File: src/rtl/quiz_arbiter.sv
// quiz_arbiter: first-responder arbitration, lockout, answer-window timer
// and buzzer pulse generation for the quiz responder board.
module quiz_arbiter #(
  parameter int ANSWER_CYCLES = 500_000_000,
  parameter int BEEP_CYCLES   = 10_000_000
) (
  input  logic       clk,
  input  logic       rst,
  input  logic [3:0] key_flag,
  input  logic       start_flag,
  input  logic       clear_flag,
  output logic [3:0] led,
  output logic [1:0] winner_id,
  output logic       winner_valid,
  output logic       armed,
  output logic       foul,
  output logic       timeout,
  output logic       beep
);

  localparam int AW = $clog2(ANSWER_CYCLES + 1);
  localparam int BW = $clog2(BEEP_CYCLES + 1);

  typedef enum logic [2:0] {
    IDLE,
    ARMED,
    ANSWER,
    FOUL,
    TIMEOUT
  } state_t;

  state_t          state;
  state_t          state_n;
  logic [AW-1:0]   ans_cnt;
  logic [AW-1:0]   ans_cnt_n;
  logic [BW-1:0]   beep_cnt;
  logic [BW-1:0]   beep_cnt_n;
  logic [3:0]      led_n;
  logic [1:0]      id_n;
  logic            valid_n;
  logic            beep_start;
  logic [1:0]      pick;

  // lowest-index pressed key wins a tie
  always_comb begin
    pick = '0;
    for (int i = 3; i >= 0; i--) begin
      if (key_flag[i]) pick = 2'(i);
    end
  end

  always_comb begin
    state_n    = state;
    ans_cnt_n  = ans_cnt;
    led_n      = led;
    id_n       = winner_id;
    valid_n    = winner_valid;
    beep_start = 1'b0;
    if (clear_flag) begin
      state_n   = IDLE;
      ans_cnt_n = '0;
      led_n     = '0;
      id_n      = '0;
      valid_n   = 1'b0;
    end else begin
      unique case (state)
        IDLE: begin
          if (start_flag) begin
            state_n = ARMED;
          end else if (|key_flag) begin
            state_n    = FOUL;
            led_n      = key_flag;
            beep_start = 1'b1;
          end
        end
        ARMED: begin
          if (|key_flag) begin
            state_n    = ANSWER;
            led_n      = 4'b0001 << pick;
            id_n       = pick;
            valid_n    = 1'b1;
            ans_cnt_n  = '0;
            beep_start = 1'b1;
          end
        end
        ANSWER: begin
          if (ans_cnt == AW'(ANSWER_CYCLES - 1)) begin
            state_n    = TIMEOUT;
            ans_cnt_n  = AW'(ANSWER_CYCLES);
            beep_start = 1'b1;
          end else begin
            ans_cnt_n = ans_cnt + AW'(1);
          end
        end
        default: ;
      endcase
    end
  end

  // each start event reloads the full pulse length
  always_comb begin
    beep_cnt_n = beep_cnt;
    if (clear_flag) begin
      beep_cnt_n = '0;
    end else if (beep_start) begin
      beep_cnt_n = BW'(BEEP_CYCLES);
    end else if (beep_cnt != '0) begin
      beep_cnt_n = beep_cnt - BW'(1);
    end
  end

  always_ff @(posedge clk) begin
    if (rst) begin
      state        <= IDLE;
      ans_cnt      <= '0;
      beep_cnt     <= '0;
      led          <= '0;
      winner_id    <= '0;
      winner_valid <= 1'b0;
      armed        <= 1'b0;
      foul         <= 1'b0;
      timeout      <= 1'b0;
      beep         <= 1'b0;
    end else begin
      state        <= state_n;
      ans_cnt      <= ans_cnt_n;
      beep_cnt     <= beep_cnt_n;
      led          <= led_n;
      winner_id    <= id_n;
      winner_valid <= valid_n;
      armed        <= (state_n == ARMED);
      foul         <= (state_n == FOUL);
      timeout      <= (state_n == TIMEOUT);
      beep         <= (beep_cnt_n != '0);
    end
  end

endmodule

File: config.mk
export PLATFORM = sky130hd
export DESIGN_NAME = quiz_arbiter
export DESIGN_NICKNAME = d
export VERILOG_FILES = /design/src/rtl/quiz_arbiter.sv
export SDC_FILE = /design/constraint.sdc
export NUM_CORES = 1
export LEC_CHECK = 0
export BUFFER_PORTS_ARGS = -buffer_cell sky130_fd_sc_hd__buf_4
export CAP_MARGIN = 20
export CORE_MARGIN = 4
export CORE_UTILIZATION = 60
export DETAILED_ROUTE_END_ITERATION = 16
export PLACE_DENSITY = 0.78
export SLEW_MARGIN = 20
export SYNTH_ARGS = -nofsm -noshare
export SYNTH_HDL_FRONTEND = slang
export SYNTH_SLANG_ARGS = --single-unit
File: constraint.sdc
create_clock -name clk -period 4.6 [get_ports clk]
set_input_delay 0 -clock clk [delete_from_list [all_inputs] [get_ports clk]]
set_output_delay 0 -clock clk [all_outputs]
set_load 0.005 [all_outputs]
Word-level counts from Yosys, hierarchy flattened
Index checks and enable logic that the tools add are counted.
W data, S select, Z words.
Operators by class
  add/subtract/negate cells: 2
  eq/ne operators: 9
  shift operators: 1
  multiplexer cells: 25
  reductions and logical operators: 10
Operators by type and width (number)
  $mux W24: 3
  $mux W29: 2
  $pmux W29 S2: 1
  $reduce_bool A24 Y1: 2
  $add A29 B1 Y29 const B: 1
  $eq A29 B29 Y1 const B: 1
  $sub A24 B1 Y24 const B: 1
  $mux W3: 5
  $mux W4: 3
  $pmux W3 S3: 1
  $mux W2: 4
  $pmux W4 S2: 1
  $eq A3 B1 Y1 const B: 2
  $eq A3 B2 Y1 const B: 2
  $ne A2 B2 Y1 const B: 3
  $mux W1: 4
  $reduce_and A2 Y1: 2
  $reduce_and A4 Y1: 1
  $reduce_bool A2 Y1: 2
  $reduce_or A4 Y1: 1
  $shl A1 B2 Y4 const A: 1
  $eq A3 B3 Y1 const B: 1
  $logic_not A3 Y1: 1
  $pmux W1 S3: 1
  $reduce_or A2 Y1: 1
Storage, ports and cells
  bits in registers: 67

Logic depth before layout (Yosys ltp)
  word-level depth: 8
  depth in mapped cells: 10

Least setup slack after synthesis
No wires, ideal clock.
  path type: register -> register
  start: register ans_cnt[0]
  end: register ans_cnt[21]
  setup time: 0.128 ns
  arrival: 2.183 ns
  path slack: 2.290 ns
  stages on the path, launching flop included: 11
  buffers on the path: 2
  path through: dfxtp_1 > ha_1 > nand3_1 > or2_2 > clkbuf_1 > nor3_2 > nor2_1 > clkbuf_1 > a21o_1 > a21oi_1 > nor2_1
Between the ends
  word-level cells in the longest chain between the ends: 3
Ends and longest elaborated chain
  from (decl): RTL line 34  | logic [AW-1:0] ans_cnt;
  from (signal assigned): RTL line 126  | ans_cnt <= ans_cnt_n;
  $add A29 B1 Y29 or $eq A29 B29 Y1 (tied branches): RTL line 92, 87
  $mux W29 (*): RTL line 87  | if (ans_cnt == AW'(ANSWER_CYCLES - 1)) begin
  $pmux W29 S2 (*): RTL line 66  | unique case (state)
Mark *: on every way between the ends. The rest lies on a longest branch, timed or not.
A chain may end at the register's enable or synchronous reset.

Worst setup path after layout
  start: register ans_cnt[0]
  end: register foul
Between the ends
  word-level cells in the longest chain between the ends: 5
Ends and longest elaborated chain
  $eq A29 B29 Y1: RTL line 87
  $mux W3: RTL line 87
  $pmux W3 S3: RTL line 66
  $mux W3: RTL line 59  | if (clear_flag) begin
  $eq A3 B2 Y1: RTL line 132  | foul <= (state_n == FOUL);
  to (signal assigned): RTL line 132
  to (decl): RTL line 16  | output logic foul,
No other way between the ends.

==> flow_results.org <==
** Place
- At the end of routability-driven placement, the weighted congestion stood at 0.9341.
- Buffers placed on the I/O ports in this run total 18.
- In this run, placement finished with an instance count of 518.
- Before CTS, the worst setup slack after placement is 1850 ps.
- DPL Wire Length :: 5705 microns

** Logic synthesis
- Area share of xor/xnor cells in the synthesized design :: 0.03271
- For this run, the number of Yosys warnings is 0.
- The number of nets handed over by synthesis was 458.
- Of the total synthesized cell area, the portion taken by full adders, half adders and majority gates is 0.01078.
- Main combinational cell family by area after synthesis :: simple AND/OR/NAND/NOR gates
- Post-synthesis sequential element count :: 67
- Synthesis produced a netlist whose cell count is 447.
- Total standard cell area after synthesis :: 0.003481 sq mm
- The share of the Yosys chip area taken by registers is 0.3853.
- Portion of netlist area occupied by mux cells :: 0.01258
- After synthesis, the mean cell area works out to 7.787 sq um.
- In the post-synthesis netlist, the biggest area contributors are sky130_fd_sc_hd__dfxtp_1 (39%), sky130_fd_sc_hd__nor2_1 (7.7%), sky130_fd_sc_hd__a21oi_1 (5.3%), sky130_fd_sc_hd__nand2_1 (4.6%), sky130_fd_sc_hd__o21ai_0 (3.6%).
- Of the total synthesized cell area, the portion taken by AND, OR, NAND and NOR gates is 0.3271.
- The biggest area contributor in the post-synthesis netlist is sky130_fd_sc_hd__dfxtp_1.
- After synthesis, the share of flip-flops with an asynchronous set or reset is 0.
- Distinct cell type count of the synthesized netlist :: 54
- Post-synth EDFFs :: 0
- Most frequently used flop master after synthesis :: sky130_fd_sc_hd__dfxtp_1
- The fraction of the mapped netlist area in compound gates came to 0.1937.
- The share of synthesized area in the top cell type comes to 0.3853.

** Global routing
- Vias in the first global route :: 3113
- Layer with the highest usage after global routing :: met2
- The total overflow left after global routing is 0.
- For this run, global-route usage on met2 was measured as 0.3867.
- Global-route wire length before repair :: 14230 microns
- Met1 usage in global routing :: 0.3309
- In the global route stage, overall resource usage came out at 0.2440.
- The number of antenna violations at the first check in global routing was 0.
- Entering global routing, the biggest net connects 40 pins.
- Met3 usage :: 0.04318

** Die
- Pin placement for this block handled 19 I/O pins.
- In this run the core area contains 27 standard-cell rows.
- The core region is 0.005574 sq mm.
- Die height :: 84.17 microns
- Starting utilization of the core area :: 0.6245
- The die covers 0.007084 sq mm.
- Die X-Extent :: 84.17 microns

** Routing
- In this run the remaining antenna-violating nets after routing total 0.
- In the routed design, unresolved DRC markers number 0.
- Via count :: 3368
- The first detailed-routing pass ran for 5 iterations.
- After detailed routing, the number of vias per cell comes to 6.237.
- After the first detailed-routing iteration, the DRC count stood at 324.
- Wire length per cell after detailed routing :: 15.40 microns
- Routed wire length :: 8314 microns

** Min path
- The tightest min-delay check is of the primary input to flop type.

** Layout
- Antenna cells :: 0
- From synthesis to final layout, the design area changed by 12.62%.
- The layout has 446 filler cells.
- Reg area :: 0.001341 sq mm
- Fraction of layout cells with a size suffix above 1 :: 0.1132
- Area occupied by multi-input gates :: 0.002012 sq mm
- The final layout contains 474 nets.
- Final Non-Filler Cells :: 540

** Timing
- Setup repair after global routing left no endpoint under its margin.
- Peak clock frequency supported by timing :: 338.0 MHz
- In the post-route analysis, the smallest setup slack over all paths is 1641 ps.
- Worst slew margin :: 0.3572
- Final cycle utilization of the critical path :: 0.6433
- The smallest clock period supported by the final layout is computed as 2959 ps.
- The count of final hold-check violations was 0.
- Worst Clk Skew :: 8.591 ps
- Final sum of negative setup slack :: 0 ps
- Final-report max-slew violation count :: 0
- Setup violations, final :: 0
- For the pin with the worst max-slew slack, the measured transition is 960.7 ps.

** Clock tree
- Clock-pin slew was measured on the worst setup and hold paths at 80 ps.
- H-tree depth reported by CTS :: 3
- Clock root buffer :: sky130_fd_sc_hd__clkbuf_8
- Clk_lat worst skew :: 350 ps
- The number of clock buffers added by TritonCTS is 9.
- TritonCTS built the clock tree.
- The clock net in this run drives a total of 67 sinks.
- Number of buffers on the longest clock path :: 2

** Setup path
- Data required time of the critical path :: 4840 ps
- Data arrival time of the worst path :: 3200 ps
- STA classifies the critical path startpoint as a flop.
- CP Class :: flop to flop
- Element type at the critical path end :: flop
- Largest fanout on the critical path :: 10

** Flow run
- Number of maximum-capacitance violations :: 0

** Pwr
- Worst supply voltage drop on vdd :: 0.0003290 V
- Cell leakage power :: 1.417 nW
- Power density over the cells :: 535.6 mW/mm^2

** Outcome
- The run finished with clean final reports.
-- synth_stat cells, types with 3 or more instances --
| library cell | count |
|---|---|
| sky130_fd_sc_hd__a21o_1 | 6 |
| sky130_fd_sc_hd__a21oi_1 | 37 |
| sky130_fd_sc_hd__a22oi_1 | 3 |
| sky130_fd_sc_hd__a311oi_1 | 5 |
| sky130_fd_sc_hd__a31oi_1 | 11 |
| sky130_fd_sc_hd__and3_1 | 10 |
| sky130_fd_sc_hd__buf_6 | 3 |
| sky130_fd_sc_hd__clkbuf_1 | 16 |
| sky130_fd_sc_hd__dfxtp_1 | 67 |
| sky130_fd_sc_hd__ha_1 | 3 |
| sky130_fd_sc_hd__inv_1 | 8 |
| sky130_fd_sc_hd__mux2_2 | 3 |
| sky130_fd_sc_hd__nand2_1 | 43 |
| sky130_fd_sc_hd__nand3_1 | 16 |
| sky130_fd_sc_hd__nand4_1 | 6 |
| sky130_fd_sc_hd__nor2_1 | 71 |
| sky130_fd_sc_hd__nor3_1 | 15 |
| sky130_fd_sc_hd__nor3b_1 | 3 |
| sky130_fd_sc_hd__nor4_1 | 13 |
| sky130_fd_sc_hd__nor4b_1 | 4 |
| sky130_fd_sc_hd__o211a_1 | 3 |
| sky130_fd_sc_hd__o21a_1 | 5 |
| sky130_fd_sc_hd__o21ai_0 | 25 |
| sky130_fd_sc_hd__o31ai_1 | 3 |
| sky130_fd_sc_hd__or2_2 | 5 |
| sky130_fd_sc_hd__or3_1 | 12 |
| sky130_fd_sc_hd__or4_1 | 5 |
| sky130_fd_sc_hd__xnor2_1 | 10 |
| sky130_fd_sc_hd__xor2_1 | 3 |
-- worst max-delay path: stages (launching register included) --
cell and delay (ps):
sky130_fd_sc_hd__dfxtp_1 370, sky130_fd_sc_hd__ha_1 200, sky130_fd_sc_hd__nand3_1 170, sky130_fd_sc_hd__or2_2 440
sky130_fd_sc_hd__nor3_2 630, sky130_fd_sc_hd__nand3_1 140, sky130_fd_sc_hd__a21oi_1 150, sky130_fd_sc_hd__or2_2 150
sky130_fd_sc_hd__nor4b_1 50, sky130_fd_sc_hd__dlygate4sd3_1 550
-- per-stage QoR --
stage | hold WS [ps] | util | area [sq um] | power (mW)
2_1_floorplan | 72.38 | - | 3481 | 1.373
3_3_place_gp | 198.5 | 0.6487 | 3616 | 1.490
3_5_place_dp | 199.9 | 0.6487 | 3616 | 1.503
4_1_cts | 15.79 | 0.7026 | 3916 | 2.094
5_1_grt | 31.23 | 0.7033 | 3920 | 2.232
6_report | 15.36 | 0.7033 | 3920 | 2.100
-- flip-flops by register name, indices dropped and copies added, names as in the netlist --
signal,count
ans_cnt,29
armed,1
beep,1
beep_cnt,24
foul,1
led,4
state,3
timeout,1
winner_id,2
winner_valid,1
-- where the power goes --
group          leakage, nW  internal [mW]  switching, mW  total, mW
Combinational        0.755          0.335          0.463      0.798
Clock                0.119          0.359          0.234      0.593
Sequential           0.543          0.636         0.0730      0.709
Total                 1.42           1.33          0.770       2.10
-- per-layer routing --
metal	part of all wire	vias to the layer above	wire length, microns
met5	0	-	0
met4	0.020	0	169
met3	0.061	17	503
met2	0.46	130	3838
met1	0.46	1564	3803
li1	-	1657	-
-- layout make-up --
class                      count  share of cell area
multi-input combinational    351              0.5132
sequential                    67              0.3422
timing repair buffer          25             0.05171
clock buffer                   9             0.03160
clock inverter                 7             0.02968
tap                           72             0.02298
inverter                       9            0.008618
-- placed cells by master (no fill, tap or decap), drive strengths merged, types with 2 or more instances in the layout --
cell type,instances
nor3b,3
o211a,3
inv,8
or3,12
buf,19
o31ai,3
or4,7
nor4b,4
nand2,43
xnor2,10
and2,2
xor2,3
mux2,3
a21o,6
dlygate4sd3,6
and4,2
clkbuf,9
a311oi,5
nor3,18
nor2,71
a22oi,3
o21a,5
ha,3
o21ai,26
nor4,14
bufinv,3
nand3,16
clkinv,4
nand2b,2
and3,10
a211oi,2
dfxtp,67
a31oi,11
or2,5
nand3b,2
a21oi,37
nand4,6
o21bai,2
-- worst paths after layout --
path / start / to / slack (ps) / cells past startpoint
max: ans_cnt[0] / foul / 1640 / 9
max reg2reg: ans_cnt[0] / foul / 1640 / 9
min reg2reg: winner_id[0] / winner_id[0] / 460 / 2
min: key_flag[1] / led[3] / 20 / 4
-- timing repair --
action / 4_1_cts / 5_1_grt
hold buffers: 6 / 0
endpoints found under the hold margin: 7 / 0
gates resized for setup: 0 / 0
buffers inserted: 0 / 0
-- cells by family (layout without fill, tap and decap cells) --
group	count (synthesis)	count (layout)
multiplexers	4	4
AND/OR/NAND/NOR	221	221
AO/OA/AOI/OAI	110	110
XOR/XNOR	13	13
flip-flops	67	67
buffers and inverters	29	50
adder cells (fa/ha/maj)	3	3
(Power assumes the default switching activity.)
